[config.mk]
export PLATFORM = sky130hd
export DESIGN_NAME = tff_reduce_bank
export DESIGN_NICKNAME = d
export VERILOG_FILES = /design/src/rtl/tff_reduce_pkg.sv /design/src/rtl/tff_lane.sv /design/src/rtl/tff_reduce_bank.sv
export SDC_FILE = /design/constraint.sdc
export NUM_CORES = 1
export LEC_CHECK = 0
export ABC_CLOCK_PERIOD_IN_PS = 3400
export CORE_AREA = 2 2 117 119
export DETAILED_ROUTE_END_ITERATION = 16
export DIE_AREA = 0 0 119 121
export PLACE_DENSITY_LB_ADDON = 0.3
export SYNTH_ARGS = -nofsm -noshare
export SYNTH_HDL_FRONTEND = slang
export SYNTH_SLANG_ARGS = --single-unit
[constraint.sdc]
create_clock -name clk -period 3.4 [get_ports clk]
set_clock_uncertainty 0.1 [all_clocks]
set_input_delay 0.68 -clock clk [delete_from_list [all_inputs] [get_ports clk]]
set_output_delay 0.68 -clock clk [all_outputs]
set_load 0.03 [all_outputs]
[src/rtl/tff_reduce_pkg.sv]
// Shared types and helpers for the toggle-flop reduction bank.
// Reduction modes, FSM states and the mux_out bit-index mapping.
package tff_reduce_pkg;

  typedef enum logic [1:0] {
    RED_XOR  = 2'd0,
    RED_AND  = 2'd1,
    RED_OR   = 2'd2,
    RED_ZERO = 2'd3
  } red_mode_e;

  typedef enum logic [0:0] {
    ST_RUN    = 1'b0,
    ST_SWITCH = 1'b1
  } fsm_state_e;

  // Output bits are lane-major: all groups of lane 0, then lane 1, ...
  function automatic int out_idx(input int lane, input int grp, input int num_groups);
    return lane * num_groups + grp;
  endfunction

endpackage

[src/rtl/tff_lane.sv]
// One LANES-wide toggle register: clears synchronously, inverts when enabled.
module tff_lane #(
  parameter int LANES = 5
) (
  input  logic             clk,
  input  logic             clr,
  input  logic             en,
  output logic [LANES-1:0] q
);

  logic [LANES-1:0] q_reg;

  // Toggle every bit of the member together when enabled.
  always_ff @(posedge clk) begin
    if (clr) begin
      q_reg <= '0;
    end else if (en) begin
      q_reg <= ~q_reg;
    end
  end

  assign q = q_reg;

endmodule

[src/rtl/tff_reduce_bank.sv]
// Toggle-flop bank with a registered, run-time selectable per-group reduction
// and a valid/ready mode-change handshake.
// Optional feature macro: TFF_REDUCE_ACT_CNT_EN enables the saturating
// mux_out activity counter; without it act_cnt is tied to 0.
module tff_reduce_bank
  import tff_reduce_pkg::*;
#(
  parameter int NUM_GROUPS = 4,
  parameter int DEPTH      = 4,
  parameter int LANES      = 5,
  parameter int CNT_W      = 16
) (
  input  logic                        clk,
  input  logic                        clr,
  input  logic                        t,
  input  logic [NUM_GROUPS*DEPTH-1:0] ch_en,
  input  logic                        mode_valid,
  input  logic [1:0]                  mode,
  output logic                        mode_ready,
  output logic [NUM_GROUPS*LANES-1:0] mux_out,
  output logic                        out_valid,
  input  logic                        cnt_clr,
  output logic [CNT_W-1:0]            act_cnt
);

  localparam int NUM_MEMBERS = NUM_GROUPS * DEPTH;
  localparam int OUT_W       = NUM_GROUPS * LANES;

  logic [LANES-1:0] q_bank [NUM_MEMBERS];
  logic [OUT_W-1:0] red_next;
  logic [OUT_W-1:0] mux_out_reg;
  red_mode_e        mode_reg;
  fsm_state_e       state_reg;

  generate
    for (genvar gi = 0; gi < NUM_MEMBERS; gi++) begin : g_member
      tff_lane #(.LANES(LANES)) u_lane (
        .clk (clk),
        .clr (clr),
        .en  (t & ch_en[gi]),
        .q   (q_bank[gi])
      );
    end
  endgenerate

  logic acc_xor, acc_and, acc_or;

  // Reduce each group's members lane by lane under the active mode.
  always_comb begin
    red_next = '0;
    acc_xor  = 1'b0;
    acc_and  = 1'b1;
    acc_or   = 1'b0;
    for (int g = 0; g < NUM_GROUPS; g++) begin
      for (int l = 0; l < LANES; l++) begin
        acc_xor = 1'b0;
        acc_and = 1'b1;
        acc_or  = 1'b0;
        for (int d = 0; d < DEPTH; d++) begin
          acc_xor = acc_xor ^ q_bank[g*DEPTH+d][l];
          acc_and = acc_and & q_bank[g*DEPTH+d][l];
          acc_or  = acc_or  | q_bank[g*DEPTH+d][l];
        end
        case (mode_reg)
          RED_XOR: red_next[out_idx(l, g, NUM_GROUPS)] = acc_xor;
          RED_AND: red_next[out_idx(l, g, NUM_GROUPS)] = acc_and;
          RED_OR:  red_next[out_idx(l, g, NUM_GROUPS)] = acc_or;
          default: red_next[out_idx(l, g, NUM_GROUPS)] = 1'b0;
        endcase
      end
    end
  end

  // Register the reduction every cycle; the output is never frozen.
  always_ff @(posedge clk) begin
    if (clr) begin
      mux_out_reg <= '0;
    end else begin
      mux_out_reg <= red_next;
    end
  end

  // Mode handshake: accept in RUN, then spend one SWITCH cycle before RUN.
  always_ff @(posedge clk) begin
    if (clr) begin
      state_reg <= ST_RUN;
      mode_reg  <= RED_XOR;
    end else begin
      case (state_reg)
        ST_RUN: begin
          if (mode_valid) begin
            mode_reg  <= red_mode_e'(mode);
            state_reg <= ST_SWITCH;
          end
        end
        default: state_reg <= ST_RUN;
      endcase
    end
  end

  assign mux_out    = mux_out_reg;
  assign out_valid  = (state_reg == ST_RUN);
  assign mode_ready = (state_reg == ST_RUN) & ~clr;

`ifdef TFF_REDUCE_ACT_CNT_EN
  localparam logic [CNT_W-1:0] CNT_ONE = {{(CNT_W-1){1'b0}}, 1'b1};
  logic [CNT_W-1:0] act_cnt_reg;

  // Count RUN cycles whose next output differs from the current one; saturate.
  always_ff @(posedge clk) begin
    if (clr || cnt_clr) begin
      act_cnt_reg <= '0;
    end else if ((state_reg == ST_RUN) && (red_next != mux_out_reg) &&
                 (act_cnt_reg != '1)) begin
      act_cnt_reg <= act_cnt_reg + CNT_ONE;
    end
  end

  assign act_cnt = act_cnt_reg;
`else
  logic cnt_clr_unused;
  assign cnt_clr_unused = cnt_clr;
  assign act_cnt        = '0;
`endif

endmodule
==> flow_summary.json <==
{
  "wl_um": 10000,
  "postCtsHoldBufs": 0,
  "grt_pass1_wl_um": 16600,
  "viasPerCell": 4.60,
  "drv_cap": 0,
  "grt_pass1_vias": 3413,
  "insertion_delay_ns": 0.34,
  "fp.dieW_um": 119,
  "grt_util_all_layers": 0.148,
  "antenna_found_initial": 0,
  "drt-initial-drc-count": 161,
  "maxSlewHeadroom": 0.311,
  "synthesis.area_um2": 5170,
  "setup_slack_ns": 1.02,
  "fmax_mhz": 421,
  "path_class": "in -> out",
  "critical_path.max_stage_delay_ns": 0.68,
  "dieArea_um2": 14400,
  "area_growth_pct": 15.1,
  "crit_arrival_ns": 1.60,
  "critPathSlowestCell": "clkdlybuf4s50_1",
  "fp-row-count": 42,
  "finalHoldViolCount": 0,
  "cts_buffer_depth": 2,
  "startpoint_type": "input pin",
  "post_cts_buffers": 0,
  "htreeDepth": 3,
  "seq_area_um2": 2060,
  "fin_crit_sh": 0.699,
  "synth-seq-cells": 103,
  "post-route-min-period_ns": 2.38,
  "synth.most_common_cell": "dfxtp_1",
  "ys_dominant_reg_cell": "dfxtp_1",
  "power.leakage_nw": 2.62,
  "finalMaxSlewViolations": 0,
  "cp_max_fo": 3,
  "rsz0062_at_grt": "false",
  "drc": 0,
  "clk_pin_slew_ns": 0.06,
  "cellPowerDensity_nw_per_um2": 523,
  "dp_slack_ns": 1.02,
  "core_area_um2": 13100,
  "yosys-top-cells-count": "dfxtp_1, nor2_1, inv_1",
  "syn_avg_cell_area_um2": 9.81,
  "multi_input_area_um2": 2790,
  "synth.area.top_cells": "dfxtp_1, ha_1, xor3_1, xnor2_1, xor2_1",
  "status": "finished, final reports clean",
  "fin_setup_tns_ns": 0,
  "seq_area_frac_synth": 0.399,
  "gp_congestion": 0.746,
  "async_reset_ff_frac": 0,
  "yosysUniqueCellTypes": 25,
  "worst_pin_slew_ns": 1.03,
  "synth_top_area_share": 0.399,
  "die_h_um": 121,
  "peakVddDrop_mv": 0.275,
  "fin_nets": 629,
  "initial_utilization": 0.395,
  "setup_viol": 0,
  "wire_per_inst_um": 13.5,
  "dr.pass1.iters": 4,
  "nFillCells": 1232,
  "utilization": 0.454,
  "ctsResizeCount": 0,
  "io_buffers": 43,
  "grt-ovfl-total": 0,
  "antenna-diode-count": 0,
  "largest_reg_flops": 80,
  "vias": 3421,
  "drtAntennaViolNets": 0,
  "crit_required_ns": 2.62,
  "io_pins": 61,
  "cts_tree": "yes",
  "syn_inst": 527,
  "cts_buffers": 9,
  "drive_gt1_frac": 0.0511,
  "hold_path.class": "reg -> reg",
  "yosys_warnings": 0,
  "synth_edf_count": 0,
  "yosys.area.top_type": "dfxtp_1",
  "path_cells": "buf_2 -> nor2_1 -> clkdlybuf4s50_1",
  "post-dp-hpwl_um": 6760,
  "grt_max_degree": 83,
  "worst_hold_slack_ns": 0.440,
  "crit_path_end_kind": "primary output",
  "cts_root_buf": "clkbuf_16",
  "cts.sinks": 103
}
[metrics by stage]
step,cell area (um^2),instances,total power [mW]
final,5950,744,3.11
after CTS,5950,744,3.14
after global placement,5690,731,2.19
after global routing,5950,744,3.28
after floorplan,5220,542,2.01
after detailed placement,5690,731,2.21
[per-layer routing]
layer	track usage	share of wire	vias up
met3	0.0268	0.034	17
met5	0	0	-
li1	-	-	1723
met2	0.256	0.49	67
met4	0.0714	0.023	0
met1	0.178	0.45	1614
[path summary, 6_finish.rpt]
check / from / endpoint / slack, ns / cells past startpoint
worst max-delay path: clr / mode_ready / 1.02 / 3
worst min-delay path: g_member[15].u_lane.q[3] / mux_out[15] / 0.44 / 2
worst max register to register: mode_reg[1] / mux_out[9] / 1.50 / 3
worst min register to register: g_member[15].u_lane.q[3] / mux_out[15] / 0.44 / 2
[final cells by class]
cell class / count / share of cell area
inverters: 41 / 0.0259
clock inverters: 2 / 0.00168
repair buffers: 48 / 0.0779
clock buffers: 11 / 0.0408
flip-flops and latches: 103 / 0.347
well taps: 176 / 0.0370
multi-input cells: 363 / 0.470
[logic make-up (layout without fill, tap and decap cells)]
logic type      after synthesis  count (layout)  share of synthesized area
simple gates                164             164                      0.155
flops                       103             103                      0.399
xor+xnor                    100             100                      0.228
buf+inv                      76             102                     0.0717
compound gates               41              41                     0.0450
fa+ha+maj                    40              40                     0.0969
mux                           2               2                    0.00387
other cells                   1              16                   0.000726
[cells in the final DEF, fill, tap and decap left out]
cell	netlist	layout
dfxtp_1	103	103
nor2_1	84	84
clkdlybuf4s50_1	0	42
inv_1	41	41
xor2_1	40	40
xnor2_1	40	40
ha_1	40	40
nand2_1	26	26
xor3_1	20	20
nand2b_1	20	20
nand4_1	20	20
a31oi_1	20	20
conb_1	1	16
o21ai_1	12	12
nand2_4	10	10
clkbuf_16	0	9
o21ai_0	8	8
buf_4	18	5
mux2i_1	2	2
clkinv_2	0	2
nor2b_2	0	1
and2b_1	1	1
a21o_1	1	1
nor2b_1	2	1
and2_1	1	1
clkbuf_1	7	1
clkbuf_8	0	1
buf_2	5	1
[worst max-delay path, delay by kind of cell]
family                 cells  cell delay [ns]
buffers and inverters      2             0.80
and+or+nand+nor            1             0.12
[where the power goes]
group | leakage [nW] | internal [mW] | total, mW | switching, mW
sequential | 0.851 | 1.34 | 1.42 | 0.0883
combinational | 1.64 | 0.375 | 0.757 | 0.381
clock | 0.127 | 0.502 | 0.927 | 0.425
total | 2.62 | 2.21 | 3.11 | 0.894
Power figures use the tool's default switching activity.
